File: config.mk
export PLATFORM = sky130hd
export DESIGN_NAME = serial_msb_comparator
export DESIGN_NICKNAME = d
export VERILOG_FILES = /design/src/rtl/serial_cmp_pkg.sv /design/src/rtl/serial_bit_counter.sv /design/src/rtl/serial_msb_comparator.sv
export SDC_FILE = /design/constraint.sdc
export NUM_CORES = 1
export LEC_CHECK = 0
export CORE_MARGIN = 3
export CORE_UTILIZATION = 49
export CTS_CLUSTER_SIZE = 28
export DETAILED_ROUTE_END_ITERATION = 12
export PLACE_DENSITY = 0.75
export SETUP_SLACK_MARGIN = 0.1
export SLEW_MARGIN = 10
export SYNTH_ARGS = -nofsm -noshare
export SYNTH_HDL_FRONTEND = slang
export SYNTH_SLANG_ARGS = --single-unit
File: constraint.sdc
create_clock -name clk -period 2 [get_ports clk]
set_input_delay 0.4 -clock clk [delete_from_list [all_inputs] [get_ports clk]]
set_output_delay 0.4 -clock clk [all_outputs]
set_load 0.02 [all_outputs]
File: src/rtl/serial_cmp_pkg.sv
// Shared types and constants for the serial MSB-first magnitude comparator:
// FSM state encoding, counter width helper and one-hot verdict encoding.
package serial_cmp_pkg;

  typedef enum logic [1:0] {
    IDLE    = 2'd0,
    COMPARE = 2'd1,
    DONE    = 2'd2
  } state_e;

  // Counter width for WIDTH pairs; never narrower than one bit.
  function automatic int cnt_width(input int width);
    return (width < 2) ? 1 : $clog2(width);
  endfunction

  localparam logic [2:0] RES_GT = 3'b100;
  localparam logic [2:0] RES_EQ = 3'b010;
  localparam logic [2:0] RES_LT = 3'b001;

endpackage

File: src/rtl/serial_bit_counter.sv
// Up-counter of accepted bit pairs with synchronous clear, enable and a
// terminal-count flag that is high while the count equals WIDTH-1.
module serial_bit_counter
  import serial_cmp_pkg::*;
#(
  parameter int WIDTH = 32,
  parameter int CNT_W = cnt_width(WIDTH)
) (
  input  logic clk_i,
  input  logic rst_ni,
  input  logic clr_i,
  input  logic en_i,
  output logic tc_o
);

  logic [CNT_W-1:0] cnt_q;
  logic [CNT_W-1:0] cnt_d;

  always_comb begin
    cnt_d = cnt_q;
    if (clr_i) begin
      cnt_d = '0;
    end else if (en_i) begin
      cnt_d = cnt_q + CNT_W'(1);
    end else begin
      cnt_d = cnt_q;
    end
  end

  always_ff @(posedge clk_i) begin
    if (!rst_ni) begin
      cnt_q <= '0;
    end else begin
      cnt_q <= cnt_d;
    end
  end

  assign tc_o = (cnt_q == CNT_W'(WIDTH - 1));

endmodule

File: src/rtl/serial_msb_comparator.sv
// Serial MSB-first unsigned comparator producing a held gt/eq/lt verdict.
// Optional SERIAL_CMP_EARLY_DONE_EN: finish on the first differing pair.
module serial_msb_comparator
  import serial_cmp_pkg::*;
#(
  parameter int WIDTH = 32
) (
  input  logic clk,
  input  logic reset,
  input  logic start,
  input  logic bit_valid,
  input  logic bit_a,
  input  logic bit_b,
  output logic busy,
  output logic done,
  output logic gt,
  output logic eq,
  output logic lt
);

  localparam int CNT_W = cnt_width(WIDTH);

  state_e     state_q;
  logic       decided_q;
  logic       dir_q;
  logic       decided_d;
  logic       dir_d;
  logic       diff_s;
  logic       accept_s;
  logic       finish_s;
  logic       tc_s;
  logic [2:0] verdict_d;

  always_comb begin
    diff_s    = bit_a ^ bit_b;
    decided_d = decided_q | diff_s;
    dir_d     = decided_q ? dir_q : bit_a;
    if (decided_d) begin
      verdict_d = dir_d ? RES_GT : RES_LT;
    end else begin
      verdict_d = RES_EQ;
    end
    accept_s = (state_q == COMPARE) && bit_valid;
`ifdef SERIAL_CMP_EARLY_DONE_EN
    finish_s = tc_s | (~decided_q & diff_s);
`else
    finish_s = tc_s;
`endif
  end

  // Counter restarts on every start and on completion so the next run begins at zero.
  serial_bit_counter #(
    .WIDTH(WIDTH),
    .CNT_W(CNT_W)
  ) u_cnt (
    .clk_i (clk),
    .rst_ni(reset),
    .clr_i (start | (accept_s & finish_s)),
    .en_i  (accept_s),
    .tc_o  (tc_s)
  );

  always_ff @(posedge clk) begin
    if (!reset) begin
      state_q   <= IDLE;
      decided_q <= 1'b0;
      dir_q     <= 1'b0;
      busy      <= 1'b0;
      done      <= 1'b0;
      gt        <= 1'b0;
      eq        <= 1'b0;
      lt        <= 1'b0;
    end else if (start) begin
      state_q   <= COMPARE;
      decided_q <= 1'b0;
      dir_q     <= 1'b0;
      busy      <= 1'b1;
      done      <= 1'b0;
      gt        <= 1'b0;
      eq        <= 1'b0;
      lt        <= 1'b0;
    end else begin
      case (state_q)
        IDLE: begin
          done <= 1'b0;
        end
        COMPARE: begin
          if (bit_valid) begin
            decided_q <= decided_d;
            dir_q     <= dir_d;
            if (finish_s) begin
              state_q      <= DONE;
              busy         <= 1'b0;
              done         <= 1'b1;
              {gt, eq, lt} <= verdict_d;
            end
          end
        end
        DONE: begin
          state_q <= IDLE;
          done    <= 1'b0;
        end
        default: begin
          state_q <= IDLE;
          busy    <= 1'b0;
          done    <= 1'b0;
        end
      endcase
    end
  end

endmodule

Word-level counts from Yosys, hierarchy flattened
Cells that the tools add are included.
{"block": "word_totals", "out_inout_bits": 5, "reg_bits": 14}
{"block": "op_classes", "n_mux": 11, "add_sub_neg": 1, "n_reduce_logical": 12, "bitwise": 7, "n_eq_ne": 9}
{"cell": "3-bit AND reduction", "n": 4}
{"cell": "3-bit two-way mux", "n": 2}
{"cell": "2-bit inequality test (second input constant)", "n": 3}
{"cell": "3-bit inequality test (second input constant)", "n": 2}
{"cell": "2-bit OR reduction", "n": 3}
{"cell": "5-bit by 1-bit adder with 5-bit output (second input constant)", "n": 1}
{"cell": "5-bit == test (second input constant)", "n": 1}
{"cell": "1-bit two-way mux", "n": 5}
{"cell": "2-bit two-way mux", "n": 2}
{"cell": "2-bit one-hot mux with 2 select lines", "n": 1}
{"cell": "2-bit AND reduction", "n": 2}
{"cell": "1-bit inverter", "n": 3}
{"cell": "3-bit OR reduction", "n": 1}
{"cell": "2-bit by 1-bit == test with 1-bit output (second input constant)", "n": 1}
{"cell": "2-bit == test (second input constant)", "n": 1}
{"cell": "2-bit logical NOT", "n": 1}
{"cell": "2-bit by 1-bit inequality test with 1-bit output (second input constant)", "n": 1}
{"cell": "1-bit bitwise OR", "n": 2}
{"cell": "1-bit one-hot mux with 2 select lines", "n": 1}
{"cell": "1-bit bitwise AND", "n": 1}
{"cell": "1-bit logical AND", "n": 1}
{"cell": "1-bit XOR", "n": 1}

Logic depth before layout (Yosys ltp)
{"block": "depth", "depth_word": 5, "ltp_mapped": 6, "mapped_depth_nobuf": 6}

Modules after synthesis
Synthesis repeated with hierarchy kept, for this count alone.
{"block": "hier_totals", "hier_cells": 64, "hier_area_um2": 646.9}
{"module": "serial_msb_comparator", "area_each_um2": 406.6, "n_inst": 1, "cells_per_inst": 41, "seq_area_each_um2": 180.2}
{"module": "serial_bit_counter", "area_each_um2": 240.2, "n_inst": 1, "cells_per_inst": 23, "seq_area_each_um2": 100.1}

Worst setup path before layout
OpenSTA, ideal clock, no wires.
{"block": "synth_path", "path_kind": "register to register", "start": "register u_cnt.cnt_q[0]", "end": "register u_cnt.cnt_q[3]", "path_stages_with_launch": 6, "setup_ns": 0.070, "period_less_slack_ns": 1.655, "path_slack_ns": 0.345, "arrival_ns": 1.585, "path_cell_list": "dfxtp_1 > ha_1 > and3_1 > ha_1 > or4_1 > a21oi_1"}
{"block": "synth_between", "elab_chain_cells": 4, "elab_cells_between_ends": 5}
{"element": "start: declaration", "line_no": "serial_bit_counter.sv:16", "rtl": "logic [CNT_W-1:0] cnt_q;"}
{"element": "start signal: assignment", "line_no": "serial_bit_counter.sv:34", "rtl": "cnt_q <= cnt_d;"}
{"element": "5-bit == test", "line_no": "serial_bit_counter.sv:38", "rtl": "assign tc_o = (cnt_q == CNT_W'(WIDTH - 1));"}
{"element": "1-bit bitwise AND", "line_no": "serial_msb_comparator.sv:58", "rtl": ".clr_i (start | (accept_s & finish_s)),"}
{"element": "1-bit bitwise OR", "line_no": "serial_msb_comparator.sv:58"}
{"element": "2-bit OR reduction (no line)"}
Parallel ways exist; a longest one is shown, timed or not.
A chain may end at the register's enable or synchronous reset.

Final worst setup path
Same ends and word-level chain as after synthesis.

==> flow_metrics.py <==
metrics = {
    "pwr": {
        "leakagePower_nw": 0.294,
        "ir_worst_vdd_uv": 409,
        "powerDensity_mw_per_mm2": 621,
    },
    "die": {
        "initial_core_util_pct": 54.7,
        "rows": 12,
        "die_width_um": 42.2,
        "fp.dieH_um": 42.2,
        "fp.dieArea_mm2": 0.00178,
        "ios": 11,
        "core_mm2": 0.00117,
    },
    "critical_path": {
        "worstPathArrival_ps": 2010,
        "crit_start": "u_cnt.cnt_q[0]",
        "crit_chain": "ha_1 -> and3_1 -> ha_1 -> or4_1 -> a21oi_1",
        "r2r_slack_ps": 190,
        "crit_slowest_cell": "or4_1",
        "crit_path_frequent_cell": "ha_1",
        "crit_type": "reg2reg",
        "start_kind": "register",
        "r2r_cells": 5,
        "rr_endpoint": "u_cnt.cnt_q[3]",
        "slowest_delay_ps": 530,
        "endpoint_kind": "register",
        "rr_startpoint": "u_cnt.cnt_q[0]",
        "critPathRequiredTime_ps": 2210,
        "critPathMaxFanout": 9,
    },
    "synthesis": {
        "syn-num-nets": 78,
        "synthSimpleGateAreaFrac_pct": 29.3,
        "ys_warn_count": 0,
        "synth.ff_latch_count": 14,
        "synthAdderAreaFrac_pct": 5.86,
        "ys_types": 28,
        "synth_compound_area_share_pct": 18.6,
        "synth_top_family_by_area": "simple AND/OR/NAND/NOR gates",
        "netlist_instances": 69,
        "synth_area_per_cell_um2": 9.28,
        "synthMuxAreaShare_pct": 0,
        "synth_area_um2": 641,
        "synth_xor_area_share_pct": 1.37,
        "ys_seq_area_share_pct": 43.7,
    },
    "clocking": {
        "clock_latency_ps": 270,
        "post-cts-setup-buffer-count": 0,
        "clockRootBuffer": "clkbuf_4",
        "path_clk_slew_ps": 80,
        "cts_buffers": 3,
        "cts_tree": "yes",
        "cts_hold_buf": 0,
        "clock_sinks": 14,
        "htree_levels": 1,
        "cts_buffer_depth": 2,
        "post_cts_resized": 0,
    },
    "place": {
        "place.gp.congestion": 0.719,
        "io_buffers": 10,
        "dpl.cell_count": 92,
        "hpwl_um": 971,
    },
    "drt": {
        "drt-wirelength-per-cell_um": 13.9,
        "drtAntennaViolNets": 0,
        "vias": 560,
        "routed_wl_um": 1320,
        "vias_per_cell": 5.89,
        "first_pass_iters": 4,
        "drt_iter0_drc": 8,
        "route.detailed.drc": 0,
    },
    "sta": {
        "tns_ps": 0,
        "final-max-slew-violation-count": 0,
        "setup_violations": 0,
        "hold_viol": 0,
        "finClkSkew_ps": 3.92,
        "fin_crit_sh_pct": 90.3,
        "tightest_slew_ps": 458,
        "relSlewSlack_pct": 69.5,
        "rsz0062_at_grt": "false",
        "max_freq_mhz": 553,
        "period_needed_ps": 1810,
    },
    "min_path": {
        "hp-class": "reg2reg",
        "hold_depth": 2,
        "worstHoldStart": "eq",
        "hold_path_end": "eq",
    },
    "global_route": {
        "grt_pass1_wl_um": 2190,
        "grt.total_usage_pct": 15.6,
        "grt_pass1_vias": 507,
        "antenna_found_initial": 0,
        "grt_start_max_net_pins": 13,
        "overflow": 0,
    },
    "final_layout": {
        "top_regs": "u_cnt.cnt_q x5, state_q x2",
        "largest_reg_flops": 5,
        "stdcell_count": 95,
        "max_flop_register": "u_cnt.cnt_q",
        "final_nets": 92,
        "insertedDiodeCount": 0,
        "drive_gt1_share_pct": 8.64,
        "area_growth_pct": 21.9,
    },
    "run": {
        "drv_cap": 0,
    },
    "run_status": {
        "status": "finished, final reports clean",
    },
}
## metrics by stage
| stage | utilization [%] | power [mW] | hold WS [ps] | worst slack (ps) | cell area, µm² |
|---|---|---|---|---|---|
| detailed placement | 64.7 | 0.337 | 446 | 146 | 758 |
| CTS | 66.7 | 0.489 | 454 | 197 | 781 |
| global placement | 64.7 | 0.336 | 442 | 163 | 758 |
| finish | 66.7 | 0.485 | 457 | 193 | 781 |
| floorplan | - | 0.316 | 453 | 345 | 641 |
| global route | 66.7 | 0.502 | 501 | 103 | 781 |
## final cells by class
type	count	area (µm²)
tap	14	17.5
fill	101	390
timing repair buffer	11	108
sequential	14	280
clock buffer	3	22.5
multi-input combinational	53	353
## layout by cell type (no fill, tap or decap), types with 2 or more instances in the layout
cell type        synthesis  final
nor2_1                   3      3
nor3_1                   3      3
ha_1                     3      3
nand3b_1                 4      4
o21ai_0                  3      3
dfxtp_1                 14     14
clkdlybuf4s50_1          0     10
nor3b_1                  2      2
nand2_1                  4      4
clkbuf_4                 0      3
a21oi_1                 12     12
o21a_1                   2      2
## report_power, final
part	total (mW)	internal [mW]	switching, mW	leakage [nW]
registers	0.288	0.283	0.00493	0.114
clock network	0.155	0.0697	0.0850	0.0138
logic	0.0423	0.0215	0.0208	0.167
total	0.485	0.374	0.111	0.294
## synthesized netlist by cell type (all sizes together)
library cell	instances	area (µm²)
dfxtp	14	280
a21oi	12	60.1
nand3b	5	50.1
nand2	4	15.0
ha	3	37.5
nor2	3	11.3
nor3	3	15.0
o21ai	3	15.0
clkbuf	2	7.51
nor3b	2	15.0
o21a	2	15.0
or3	2	13.8
a211oi	1	7.51
a21boi	1	7.51
a21o	1	7.51
a31oi	1	6.26
and3	1	6.26
and3b	1	10.0
nand2b	1	6.26
nand3	1	5.00
nand4b	1	8.76
nor2b	1	6.26
or2b	1	7.51
or4	1	7.51
or4b	1	10.0
xor2	1	8.76
## cell families after synthesis
logic type,Yosys count
flip-flops,14
adder cells (fa/ha/maj),3
AO/OA/AOI/OAI,21
XOR/XNOR,1
buffers and inverters,2
AND/OR/NAND/NOR,28
## worst max path at each step
stage | to | slack (ps)
floorplan | u_cnt.cnt_q[3] | 340
global placement | u_cnt.cnt_q[2] | 160
detailed placement | u_cnt.cnt_q[2] | 150
CTS | u_cnt.cnt_q[3] | 200
global route | lt | 100
finish | u_cnt.cnt_q[3] | 190
## metal layers
| layer | GRT usage (%) | part of all wire [%] | vias up |
|---|---|---|---|
| met5 | 0 | 0 | - |
| met4 | 5.59 | 1.8 | 0 |
| met3 | 3.00 | 3.3 | 4 |
| met2 | 26.9 | 47 | 10 |
| met1 | 19.3 | 48 | 265 |
| li1 | - | - | 281 |
## worst max-delay path: cells and delay by family (launching register included)
kind / cells / cell delay, ps
and+or+nand+nor: 2 / 730
adders and majority gates: 2 / 500
DFF: 1 / 350
AOI/OAI and AO/OA: 1 / 150
Note: power is estimated with default switching activity, not from simulation.
